<file path="config.mk">
export PLATFORM = sky130hd
export DESIGN_NAME = regfile_rollback
export DESIGN_NICKNAME = d
export VERILOG_FILES = /design/src/rtl/mips_core_pkg.sv /design/src/rtl/regfile_rollback_dirty_pick.sv /design/src/rtl/regfile_rollback.sv
export SDC_FILE = /design/constraint.sdc
export NUM_CORES = 1
export LEC_CHECK = 0
export CORE_AREA = 5 5 417 419
export CTS_BUF_LIST = sky130_fd_sc_hd__clkbuf_8
export DETAILED_ROUTE_END_ITERATION = 16
export DIE_AREA = 0 0 422 424
export SLEW_MARGIN = 30
export SYNTH_ARGS = -nofsm -noshare
export SYNTH_HDL_FRONTEND = slang
export SYNTH_SLANG_ARGS = --single-unit
</file>
<file path="constraint.sdc">
create_clock -name clk -period 9.3 [get_ports clk]
set_input_delay 2.325 -clock clk [delete_from_list [all_inputs] [get_ports clk]]
set_output_delay 2.325 -clock clk [all_outputs]
set_load 0.01 [all_outputs]
</file>
<file path="src/rtl/mips_core_pkg.sv">
// Shared MIPS core types for the register rollback path.
// DATA_WIDTH is the core-wide data width; override it with +define+DATA_WIDTH=<n>.
`ifndef DATA_WIDTH
`define DATA_WIDTH 32
`endif

package mips_core_pkg;

  localparam int NUM_REGS = 32;
  localparam int DATA_W   = `DATA_WIDTH;

  typedef logic [4:0] reg_addr_t;

  typedef enum logic [1:0] {
    IDLE,
    ARMED,
    RESTORE,
    DONE
  } rb_state_e;

endpackage

</file>
<file path="src/rtl/regfile_rollback_dirty_pick.sv">
// Combinational picker: lowest and second-lowest set bits of a register mask.
module dirty_pick
  import mips_core_pkg::*;
(
  input  logic [NUM_REGS-1:0] mask,
  output reg_addr_t           idx0,
  output logic                vld0,
  output reg_addr_t           idx1,
  output logic                vld1
);

  logic [NUM_REGS-1:0] rest;

  function automatic reg_addr_t lowest(input logic [NUM_REGS-1:0] m);
    reg_addr_t r;
    r = '0;
    for (int i = NUM_REGS - 1; i >= 0; i--)
      if (m[i]) r = reg_addr_t'(i);
    return r;
  endfunction

  always_comb begin
    vld0 = |mask;
    idx0 = lowest(mask);
    rest = mask & ~(NUM_REGS'(vld0) << idx0);
    vld1 = |rest;
    idx1 = lowest(rest);
  end

endmodule

</file>
<file path="src/rtl/regfile_rollback.sv">
// Rollback sequencer: writes checkpointed registers back after a mispredict.
// ROLLBACK_DIRTY_ONLY_EN: restore only registers written since the checkpoint; else r1..r31.
module regfile_rollback
  import mips_core_pkg::*;
#(
  parameter int WR_PORTS = 1
) (
  input  logic                            clk,
  input  logic                            rst,
  input  logic                            take_snapshot,
  input  logic [NUM_REGS-1:0][DATA_W-1:0] snapshot_in,
  input  logic                            branch_resolved,
  input  logic                            mispredict,
  input  logic                            wb_en,
  input  reg_addr_t                       wb_addr,
  output logic [WR_PORTS-1:0]             rb_wr_en,
  output reg_addr_t [WR_PORTS-1:0]        rb_wr_addr,
  output logic [WR_PORTS-1:0][DATA_W-1:0] rb_wr_data,
  output logic                            rb_busy,
  output logic                            rb_done
);

  rb_state_e                state;
  logic [NUM_REGS-1:0]      mask;
  logic [NUM_REGS-1:0]      mask_src;
  logic [NUM_REGS-1:0]      issued;
  logic [NUM_REGS-1:0]      mask_left;
  logic                     issue_go;
  reg_addr_t                idx0, idx1;
  logic                     vld0, vld1;
  logic [WR_PORTS-1:0]      en_nxt;
  reg_addr_t [WR_PORTS-1:0] addr_nxt;
  logic                     unused_pick;

`ifdef ROLLBACK_DIRTY_ONLY_EN
  logic [NUM_REGS-1:0] wb_bit;
  assign wb_bit = (wb_en && wb_addr != '0) ? (NUM_REGS'(1) << wb_addr) : '0;
`else
  logic unused_wb;
  assign unused_wb = ^{wb_en, wb_addr};
`endif

  // A mispredict issues the first lanes on the same edge it is sampled.
  assign issue_go    = (state == ARMED && mispredict) || state == RESTORE;
  assign unused_pick = ^{idx1, vld1};

  always_comb begin
    mask_src = mask;
    if (state == ARMED) begin
`ifdef ROLLBACK_DIRTY_ONLY_EN
      mask_src = mask | wb_bit;
`else
      mask_src = {{(NUM_REGS-1){1'b1}}, 1'b0};
`endif
    end
  end

  dirty_pick u_pick (
    .mask (mask_src),
    .idx0 (idx0),
    .vld0 (vld0),
    .idx1 (idx1),
    .vld1 (vld1)
  );

  always_comb begin
    en_nxt   = '0;
    addr_nxt = '0;
    issued   = '0;
    for (int l = 0; l < WR_PORTS; l++) begin
      en_nxt[l]   = (l == 0) ? vld0 : vld1;
      addr_nxt[l] = (l == 0) ? idx0 : idx1;
      if (en_nxt[l]) issued[addr_nxt[l]] = 1'b1;
    end
    mask_left = mask_src & ~issued;
  end

  always_ff @(posedge clk or posedge rst) begin
    if (rst) begin
      state      <= IDLE;
      mask       <= '0;
      rb_wr_en   <= '0;
      rb_wr_addr <= '0;
      rb_busy    <= 1'b0;
      rb_done    <= 1'b0;
    end else begin
      rb_wr_en   <= '0;
      rb_wr_addr <= '0;
      rb_busy    <= 1'b0;
      rb_done    <= 1'b0;
      if (issue_go) begin
        rb_busy <= 1'b1;
        if (mask_src == '0) begin
          state   <= DONE;
          mask    <= '0;
          rb_done <= 1'b1;
        end else begin
          state      <= RESTORE;
          mask       <= mask_left;
          rb_wr_en   <= en_nxt;
          rb_wr_addr <= addr_nxt;
        end
      end else begin
        case (state)
          IDLE: begin
            if (take_snapshot) begin
              mask  <= '0;
              state <= ARMED;
            end
          end
          ARMED: begin
            if (take_snapshot) begin
              mask <= '0;
            end else begin
`ifdef ROLLBACK_DIRTY_ONLY_EN
              mask <= mask | wb_bit;
`endif
              if (branch_resolved) state <= IDLE;
            end
          end
          default: state <= IDLE;
        endcase
      end
    end
  end

  always_comb begin
    rb_wr_data = '0;
    for (int l = 0; l < WR_PORTS; l++)
      rb_wr_data[l] = snapshot_in[rb_wr_addr[l]];
  end

endmodule
</file>
==> results of run 1 <==
[final cells by class]
type | instances | share of cell area, %
clock buffer | 5 | 0.290
sequential | 42 | 4.49
timing repair buffer | 1085 | 45.8
inverter | 11 | 0.174
antenna | 19 | 0.200
multi-input combinational | 556 | 37.2
tap | 2233 | 11.8
clock inverter | 3 | 0.0474
[path summary, 6_finish.rpt]
kind / from / endpoint / cells past startpoint
worst max-delay path: snapshot_in[661] / rb_wr_data[21] / 5
max in group asynchronous: rst / rb_wr_addr[1] / 3
worst max register to register: state[0] / mask[28] / 8
min in group asynchronous: rst / mask[17] / 3
worst min register to register: mask[20] / mask[20] / 1
worst min-delay path: mask[20] / mask[20] / 1
[flip-flops by register name, summed over array words and instances (netlist names)]
| name | cells |
|---|---|
| rb_done | 1 |
| rb_busy | 1 |
| mask | 32 |
| rb_wr_en | 1 |
| rb_wr_addr | 5 |
| state | 2 |
[layout by cell type (no fill, tap or decap), drive strengths merged, types with 5 or more instances in the layout]
master and count:
nor2 23, nor4 9, o211ai 7, inv 14, mux4 320, or2 6
or4 7, mux2 32, nor3 16, and2 5, buf 17, nand2 12
diode 19, nand2b 6, o21ai 15, clkbuf 5, a221oi 5, nand3 9
a211oi 6, o22ai 9, clkdlybuf4s50 1068, a21oi 24, dfrtp 42
[kinds of logic after synthesis]
family	count (synthesis)	synth area share, %
DFF	42	10.2
buffers and inverters	99	3.94
and+or+nand+nor	109	6.01
AOI/OAI and AO/OA	95	6.22
muxes	352	73.6
[metal layers]
| metal | global-route usage (%) | wire length, um |
|---|---|---|
| met5 | 0 | 377 |
| met4 | 1.33 | 1930 |
| met3 | 4.56 | 11500 |
| met2 | 22.5 | 60500 |
| met1 | 16.1 | 49100 |
[power by group]
group          internal [W]  switching [W]  total, W  leakage, nW
sequential         0.000253       0.000160  0.000413        0.534
clock             0.0000502      0.0000638  0.000114       0.0520
combinational       0.00165        0.00153   0.00317         6.52
total               0.00195        0.00175   0.00370         7.10
[stage by stage]
step | area, sq um | setup WS, ps | cells | hold slack (ps)
after global routing | 23700 | 1930 | 3937 | 574
after floorplan | 10300 | 3460 | 697 | 496
final | 23800 | 1940 | 3954 | 563
after global placement | 23600 | 1860 | 3927 | 533
after detailed placement | 23600 | 1870 | 3927 | 541
after CTS | 23700 | 1860 | 3935 | 559
[worst reg2reg max path, cell delays in order, from the launching register on]
cell	delay, ps
dfrtp_1	450
nor2b_1	160
buf_4	190
or4_1	570
nor3b_2	360
a21oi_1	150
buf_4	200
nor2_1	510
o31ai_1	170
==> impl_metrics.toml, run 1 <==
[power]
power_density_nw_per_um2 = 156
total_power_w = 0.00370
peakVddDrop_v = 0.000100
p_leak_nw = 7.10

[timing]
fmax_mhz = 136
hold_viol = 0
rsz0062_at_grt = "no"
maxSlewViolCount = 0
skew_ps = 4.22
setup_violations = 0
tns_ps = 0
slew_headroom_pct = 42.8
min_period_over_period_pct = 79.2
fin_crit_ps = 7360
worst_slew_pin_slew_ps = 858

[logic_synthesis]
syn_nets = 1732
synth-edff-count = 0
ys_types = 52
synth_top_area_share_pct = 70.1
yosysMostFrequentCell = "mux4_2"
syn_area_sq_um = 10300
ys_warn_count = 0
synthArstFlopShare_pct = 100
ys_seq_area_share_pct = 10.2
netlist_top_cells_count = "mux4_2 (320), clkbuf_1 (50), dfrtp_1 (42)"
yosys.area.top_type = "mux4_2"
netlist_instances = 697
netlist_top_cells_area = "mux4_2 (70%), dfrtp_1 (10%), mux2_2 (3.5%), clkbuf_1 (1.8%), buf_2 (1.3%)"
ys_ff_latch = 42
synth.avg_cell_area_sq_um = 14.8
synth_flop_cell = "dfrtp_1"

[routing]
drt_iter0_drc = 1415
drc = 0
wl_per_cell_um = 31.2
wl_um = 123000
drt.antenna.violating_nets = 0
first_pass_iters = 5
avgViaCountPerCell = 3.38
vias = 13400

[finish]
nFillCells = 19100
finish.utilization_pct = 14.0
area_growth_pct = 131
drive_above_1_share_pct = 23.2
seqCellArea_sq_um = 1070
finalNetCount = 2736
multi_input_area_sq_um = 8840

[global_route]
grt_pass1_vias = 13400
grt_pass1_wl_um = 152000
grt_start_max_net_pins = 103
grt_overflow = 0
grtUsageTotal_pct = 13.0
antenna_found_initial = 131

[cts]
cts_setup_buffers = 0
clock-root-buffer = "clkbuf_8"
cts_made_buffers = 5
ctsHoldBuffers = 0
cts-resized-gates = 0
cts_tree = "yes"
clk_pin_slew_ps = 80
cts_num_sinks = 42
clk_latency_ps = 300
clock_path_buffers = 2
htreeDepth = 2

[worst_setup_path]
crit_path_max_incr_delay_ps = 650
critPathKind = "in -> out"
critPathCaptureType = "output pin"
cp_cell_sequence = "clkdlybuf4s50_1, mux4_2, mux4_2, mux2_2, clkdlybuf4s50_1"
cpMaxStageDelayCell = "mux4_2"
reg2reg_slack_ps = 6380
worstPathMaxFanout = 1
worst-path-buf-inv = 2
critical_path.startpoint_type = "input pin"
worstPathRequired_ps = 6980
crit_family = "multiplexers"
cp.arrival_ps = 5040

[floorplan]
ioPinCount = 1075
dieArea_sq_um = 179000
rows = 152
chipWidth_um = 422
core_area_sq_um = 170000
die_y_um = 424
start_util_pct = 6.04

[flow_run]
drv_cap = 0

[place]
port_buffers = 1068
routabilityCongestion = 0.974
dp_hpwl_um = 112000

[run_status]
outcome = "completed"

[hold_path]
hold_path.class = "reg -> reg"
Power figures use the tool's default switching activity.
==> run 2, diff against run 1 <==
--- a/config.mk
+++ b/config.mk
@@ -5,10 +5,10 @@
 export SDC_FILE = /design/constraint.sdc
 export NUM_CORES = 1
 export LEC_CHECK = 0
-export CORE_AREA = 5 5 417 419
+export CORE_AREA = 5 5 415 417
 export CTS_BUF_LIST = sky130_fd_sc_hd__clkbuf_8
 export DETAILED_ROUTE_END_ITERATION = 16
-export DIE_AREA = 0 0 422 424
+export DIE_AREA = 0 0 420 422
 export SLEW_MARGIN = 30
 export SYNTH_ARGS = -nofsm -noshare
 export SYNTH_HDL_FRONTEND = slang
==> constraint.sdc (replaced) <==
create_clock -name clk -period 6.4 [get_ports clk]
set_input_delay 1.6 -clock clk [delete_from_list [all_inputs] [get_ports clk]]
set_output_delay 1.6 -clock clk [all_outputs]
set_load 0.01 [all_outputs]
==> run 2 against run 1 <==
Clock-buffer cell count did not move. Register-to-register slack worse by 2900 ps. Worst hold slack got worse by 8.6 ps. Power increased by 49%. Wire length up 4.5%. Critical path depth did not move. Critical endpoint is now rb_wr_data[30]. Largest cell class unchanged.
==> impl_metrics.toml, run 2 (same netlist as run 1, synthesis figures left out) <==
[place]
port_buffers = 1068
dp_hpwl_um = 118000
routabilityCongestion = 0.942
place_inst = 3922

[finish]
drive_above_1_share_pct = 23.7
final_common_cell = "clkdlybuf4s50_1"
reg.largest.list = "mask x32, rb_wr_addr x5, state x2"
multi_input_area_sq_um = 8830
finish.utilization_pct = 14.2
largest-register = "mask"
finalNetCount = 2746
nFillCells = 18800
stdcell_count = 3949
final_cell_mix = "clkdlybuf4s50_1 (1068), mux4_2 (320), dfrtp_1 (37), mux2_2 (32), a21oi_1 (24)"
seqCellArea_sq_um = 1070
area_growth_pct = 132
largest_reg_flops = 32

[timing]
min_period_over_period_pct = 92.7
fmax_mhz = 169
hold_viol = 0
tns_ps = 0
slew_headroom_pct = 39.4
hold_slack_ps = 555
skew_ps = 4.95
worst_slew_pin_slew_ps = 903
setup_violations = 0
fin_crit_ps = 5930
rsz0062_at_grt = "no"
maxSlewViolCount = 0

[routing]
vias = 13500
drt_iter0_drc = 1193
drt.antenna.violating_nets = 0
wl_per_cell_um = 32.7
drc = 0
avgViaCountPerCell = 3.42
first_pass_iters = 5
wl_um = 129000

[worst_setup_path]
worst-path-buf-inv = 2
critPathCaptureType = "output pin"
worstPathMaxFanout = 1
ff2ff_path_depth = 8
critical_path.startpoint_type = "input pin"
cp.arrival_ps = 4330
crit_family = "multiplexers"
worstPathRequired_ps = 4800
cpMaxStageDelayCell = "mux4_2"
r2r-start = "state[0]"
reg2reg_slack_ps = 3520
cp_cell_sequence = "clkdlybuf4s50_1, mux4_2, mux4_2, mux2_2, clkdlybuf4s50_1"
critPathKind = "in -> out"
r2r-end = "mask[28]"
crit_path_max_incr_delay_ps = 690

[floorplan]
core_area_sq_um = 168000
dieArea_sq_um = 177000
chipWidth_um = 420
die_y_um = 422
rows = 151
start_util_pct = 6.11
ioPinCount = 1075

[global_route]
grtUsageTotal_pct = 13.6
grt_overflow = 0
grt_pass1_wl_um = 157000
antenna_found_initial = 111
grt_pass1_vias = 13600
grt_start_max_net_pins = 79

[power]
p_leak_nw = 7.17
peakVddDrop_v = 0.000129
power_density_nw_per_um2 = 230

[cts]
cts_num_sinks = 42
clk_pin_slew_ps = 80
cts-resized-gates = 0
clk_latency_ps = 300
clock-root-buffer = "clkbuf_8"
clock_path_buffers = 2
cts_tree = "yes"
ctsHoldBuffers = 0
cts_setup_buffers = 0
htreeDepth = 2
cts_made_buffers = 5

[flow_run]
drv_cap = 0

[hold_path]
hold_depth = 1
hold_path.class = "reg -> reg"
hold_start = "mask[20]"
worstHoldEndpoint = "mask[20]"

[run_status]
outcome = "completed"
run 2: cell types whose count changed in the layout (fill, tap and decap cells not counted), sizes merged:
cell | before | now
buf | 17 | 27
bufinv | 0 | 1
inv | 14 | 13
run 2: worst reg2reg max path, cell delays in order (launching register included):
cell	delay (ps)
dfrtp_1	440
nor2b_1	150
buf_4	190
nand2_1	480
and2_0	450
a21oi_1	120
buf_4	220
nor2_1	560
o31ai_1	140
run 2: how the worst max path moves through the flow:
stage / cells after the start / from / to
after floorplan: 3 / snapshot_in[992] / rb_wr_data[0]
after global routing: 5 / snapshot_in[638] / rb_wr_data[30]
after detailed placement: 5 / snapshot_in[638] / rb_wr_data[30]
after global placement: 5 / snapshot_in[638] / rb_wr_data[30]
after CTS: 5 / snapshot_in[638] / rb_wr_data[30]
final: 5 / snapshot_in[638] / rb_wr_data[30]
run 2: layout make-up:
class / instances / share of cell area (%)
Antenna cell: 19 / 0.199
Timing Repair Buffer: 1095 / 46.1
Clock inverter: 3 / 0.157
Clock buffer: 5 / 0.288
Tap cell: 2218 / 11.6
Inverter: 11 / 0.173
Multi-Input combinational cell: 556 / 37.0
Sequential cell: 42 / 4.48
run 2: where the power goes:
group	leakage, nW	total, W	internal [W]	switching (W)
logic	6.58	0.00469	0.00243	0.00226
clock network	0.0609	0.000207	0.000114	0.0000932
registers	0.534	0.000601	0.000368	0.000233
run 2: layer usage:
metal / vias up / wire, um / track usage, %
met5: - / 239 / 0
met4: 38 / 2020 / 1.98
met3: 175 / 10900 / 3.44
met2: 884 / 67100 / 25.1
met1: 7113 / 48800 / 16.2
li1: 5282 / - / -
run 2: per-stage QoR:
stage / worst slack, ps / total power [W] / cell area (sq um)
floorplan: 2010 / 0.00300 / 10300
global placement: 499 / 0.00536 / 23700
detailed placement: 496 / 0.00538 / 23700
CTS: 492 / 0.00561 / 23800
global route: 478 / 0.00580 / 23800
finish: 466 / 0.00549 / 23900
==> edit 1 (flow settings as in run 2) <==
The option `ROLLBACK_DIRTY_ONLY_EN` is turned on by a define.
--- a/src/rtl/regfile_rollback.sv
+++ b/src/rtl/regfile_rollback.sv
@@ -1,4 +1,6 @@
 // Rollback sequencer: writes checkpointed registers back after a mispredict.
 // ROLLBACK_DIRTY_ONLY_EN: restore only registers written since the checkpoint; else r1..r31.
+`define ROLLBACK_DIRTY_ONLY_EN
+
 module regfile_rollback
   import mips_core_pkg::*;
Check against the original RTL: not equivalent (Yosys sat finds a counterexample within 4 cycles, from zero or initial values and one cycle with rst high).
==> edit 1 against run 2 <==
- setup slack better by 0.13 ns
- routed wire length rose by 22%
- area after synthesis increased by 7.6%
- total power is 17% higher
- sequential share of layout area decreased by 0.21 points
- sequential power is 6.3% lower
- cell area up 4.8%
- sequential cell count did not move
- highest routed layer unchanged
==> edit 1: results (changes against run 2) <==
[drt]
wl_um = 157800  ; +22%
met2WireLength_um = 75000  ; +12%
routed_via_density = 3.756  ; +9.9%
met1_length_um = 60720  ; +25%
drtIter0Drc = 1868  ; +57%
met3WireLength_um = 16110  ; +48%

[cells_and_area]
drive_gt1_frac = 0.2343  ; -0.002249
instances_no_fill = 4144  ; +4.9%

[place]
gp_congestion = 0.9907  ; +5.1%
dp_hpwl_um = 144100  ; +22%

[synth]
ys_types = 67  ; +29%
synth_compound_area_frac = 0.1088  ; +0.04665
ys_seq_area_frac = 0.09503  ; -0.007194
synth_area_leaders = mux4_2 65%, dfrtp_1 9.5%, mux2_2 3.3%
synth_commonest_cells = 320 x mux4_2, 52 x a21oi_1, 51 x clkbuf_1, 42 x dfrtp_1, 40 x nor2_1

[status]
status = complete, no violations

[sta]
slew_headroom = 0.4043  ; +0.01006
clock_skew_ns = 0.007656  ; +0.002702 ns

[grt]
grt_usage = 0.1676  ; +0.03140
antenna_found_initial = 159  ; +43%
grt_max_degree = 52  ; -34%
grt_first_pass_wirelength_um = 189200  ; +21%
grt_pass1_vias = 14970  ; +10%

[power_and_ir_drop]
p_int_uw = 3251  ; +12%
p_leak_uw = 0.007585  ; +5.7%

[worst_setup_path]
cp_slowest_stage_delay_ns = 0.64  ; -0.05 ns
cp-startpoint = snapshot_in[851]

[hold_path]
hp-start = mask[0]

-- edit 1: worst paths after layout --
| kind | end | slack [ns] | cells past startpoint |
|---|---|---|---|
| setup / recovery | rb_wr_data[19] | 0.60 | 5 |
| hold / removal | rb_wr_addr[0] | 0.54 | 1 |
| setup reg to reg | mask[29] | 2.82 | 7 |
| hold reg to reg | rb_wr_addr[0] | 0.54 | 1 |
| max in group asynchronous | rb_wr_addr[4] | 4.18 | 3 |
| min in group asynchronous | mask[13] | 1.77 | 3 |
-- edit 1: power by group through the flow --
stage	sequential (uW)	combinational (uW)	clock, uW
floorplan	346	2930	0
global placement	579	5710	0
detailed placement	577	5700	0
CTS	572	5720	180
global route	578	5870	188
finish	563	5670	174
-- edit 1: kinds of logic after synthesis --
group / after synthesis
simple gates: 143
flops: 42
compound gates: 177
buf+inv: 111
mux: 352
-- edit 1: metal layers --
layer / global-route usage / vias up
met5: 0 / -
met1: 0.2059 / 8123
met4: 0.05751 / 44
li1: - / 5940
met3: 0.05218 / 238
met2: 0.2767 / 1219
-- edit 1: per-stage QoR --
| stage | instance area (um^2) | hold WS (ns) | total power [uW] |
|---|---|---|---|
| floorplan | 11060 | 0.4712 | 3275 |
| global placement | 24790 | 0.5168 | 6286 |
| detailed placement | 24790 | 0.5219 | 6275 |
| CTS | 24870 | 0.5317 | 6474 |
| global route | 24940 | 0.5786 | 6639 |
| finish | 25020 | 0.5351 | 6409 |
-- edit 1: final cells by class --
cell class	count	area [um^2]	area share
Antenna cell	61	152.6	0.006102
Clock buffer	5	68.82	0.002751
Clock inverter	3	11.26	0.0004501
Inverter	10	37.54	0.001500
Multi-Input combinational cell	672	9572	0.3826
Sequential cell	42	1070	0.04276
Tap cell	2218	2775	0.1109
Timing Repair Buffer	1133	11330	0.4529
==> edit 2 (config.mk and constraints of run 2) <==
Without the edit above. Re-encode `rb_state_e` (4 states) as one-hot, 4 bits wide.
--- a/src/rtl/mips_core_pkg.sv
+++ b/src/rtl/mips_core_pkg.sv
@@ -12,9 +12,9 @@
   typedef logic [4:0] reg_addr_t;
 
-  typedef enum logic [1:0] {
-    IDLE,
-    ARMED,
-    RESTORE,
-    DONE
+  typedef enum logic [3:0] {
+    IDLE    = 4'b0001,
+    ARMED   = 4'b0010,
+    RESTORE = 4'b0100,
+    DONE    = 4'b1000
   } rb_state_e;
 
Function: no difference found for any inputs over 4 cycles, from zero or initial values and one cycle with rst high; so few cycles prove little.
==> edit 2 against run 2 <==
- routed wire length increased by 0.95%
- critical path type unchanged
- register-to-register slack worse by 0.12 ns
- total power fell by 5.9%
- clock skew is 0.0082 ns higher
- first-iteration DRC count up 1.8%
- maximum frequency is 3.5% higher
- non-clock buffer count grew 9
- count of clock-buffer cells in the layout unchanged
- sequential cell count rose by 2
- highest routed layer unchanged
- critical endpoint is now rb_wr_data[29]
- area after synthesis grew 0.77%
- cell area increased by 0.72%
- utilization increased by 0.10 points
- setup slack better by 0.20 ns
- critical path depth unchanged
==> edit 2: results (changes against run 2) <==
[place]
dp_hpwl_um = 118800  ; +1.0%
gp_congestion = 0.9254  ; -1.8%
io_buffers = 1068  ; unchanged

[status]
status = complete, no violations

[grt]
grt_usage = 0.1377  ; +0.001528
grt_first_pass_wirelength_um = 157400  ; +0.55%
grt_max_degree = 50  ; -37%
grt_pass1_vias = 13800  ; +1.6%
antenna_found_initial = 130  ; +17%

[clocking]
post_cts_buffers = 0  ; unchanged
cts.reportedPaths.clkPinSlew_ns = 0.08  ; about the same
post_cts_resized = 0  ; unchanged
cts_max_level = 2  ; unchanged

[power_and_ir_drop]
vdd_ir_drop_max_uv = 335.8  ; +160%
p_leak_uw = 0.007234  ; +0.83%

[drt]
routed_via_density = 3.463  ; +1.4%
drtIter0Drc = 1215  ; +1.8%
wl_per_cell_um = 32.94  ; +0.79%
drtPass1Iterations = 5  ; unchanged

[cells_and_area]
reg.largest.list = mask: 32 flops, rb_wr_addr: 5 flops, state: 4 flops
fin_nets = 2746  ; unchanged
n_fill_cell = 18840  ; +0.096%
drive_gt1_frac = 0.2424  ; +0.005841

[hold_path]
whs_path_depth = 1  ; unchanged
hold_class = register to register

[synth]
ys_types = 57  ; +9.6%
synth_area_leaders = mux4_2 70%, dfrtp_1 10%, mux2_2 3.5%
synth_fp_nets = 1726  ; -0.35%
synth-async-reset-ratio = 1.000  ; unchanged
synthFlopType = dfrtp_1
ys_seq_area_frac = 0.1064  ; +0.004174
synth_commonest_cells = 320 x mux4_2, 53 x clkbuf_1, 43 x dfrtp_1, 32 x mux2_2, 26 x a21oi_1
yosysWarnings = 0  ; unchanged
synth_top_area_frac = 0.6957  ; -0.005334

[sta]
slew_headroom = 0.3735  ; -0.02070
clock_skew_ns = 0.01313  ; +0.008180 ns
finalSetupTns_ns = 0  ; unchanged

[worst_setup_path]
ff2ff_path_depth = 6  ; -2

[edit 2: logic make-up (layout without fill, tap and decap cells)]
logic type	count (synthesis)	after routing	share of synthesized area
mux	352	352	0.7304
simple gates	102	102	0.05580
buf+inv	101	1122	0.04094
compound gates	92	92	0.06642
flops	44	44	0.1064
other cells	0	25	0
[edit 2: per-stage QoR]
stage	setup WS [ns]	instance area, um^2	instances
2_1_floorplan	2.013	10360	691
3_3_place_gp	0.5849	23860	3922
3_5_place_dp	0.5748	23870	3922
4_1_cts	0.5702	23980	3930
5_1_grt	0.5667	24010	3942
6_report	0.6673	24040	3955
[edit 2: worst paths after layout]
path | end | startpoint | slack, ns
hold / removal | mask[29] | mask[29] | 0.56
min in group asynchronous | mask[25] | rst | 1.81
hold reg to reg | mask[29] | mask[29] | 0.56
setup reg to reg | mask[25] | mask[12] | 3.40
max in group asynchronous | rb_wr_addr[1] | rst | 4.09
setup / recovery | rb_wr_data[29] | snapshot_in[637] | 0.67
[edit 2: layout make-up]
| type | count | area share |
|---|---|---|
| sequential | 44 | 0.04653 |
| tap | 2218 | 0.1154 |
| antenna | 25 | 0.002602 |
| timing repair buffer | 1104 | 0.4611 |
| multi-input combinational | 546 | 0.3683 |
| clock buffer | 5 | 0.002862 |
| clock inverter | 3 | 0.001613 |
| inverter | 10 | 0.001561 |
[edit 2: critical path, stage by stage]
cell and delay (ns):
clkdlybuf4s50_1 0.46, mux4_2 0.63, mux4_2 0.51, mux2_2 0.29
clkdlybuf4s50_1 0.63
[edit 2: power breakdown]
part | switching, uW | leakage [uW] | total (uW) | internal, uW
registers | 150 | 0.000597 | 495 | 345
logic | 2290 | 0.00658 | 4460 | 2170
clock network | 99.4 | 0.0000595 | 214 | 114
total | 2540 | 0.00723 | 5170 | 2630
[edit 2: metal layers]
metal  GRT usage  wire length, um  share of wire
met5           0              476         0.0037
met4     0.02439             2958          0.023
met1      0.1639            49820           0.38
met2      0.2386            63720           0.49
met3     0.05105            13290           0.10
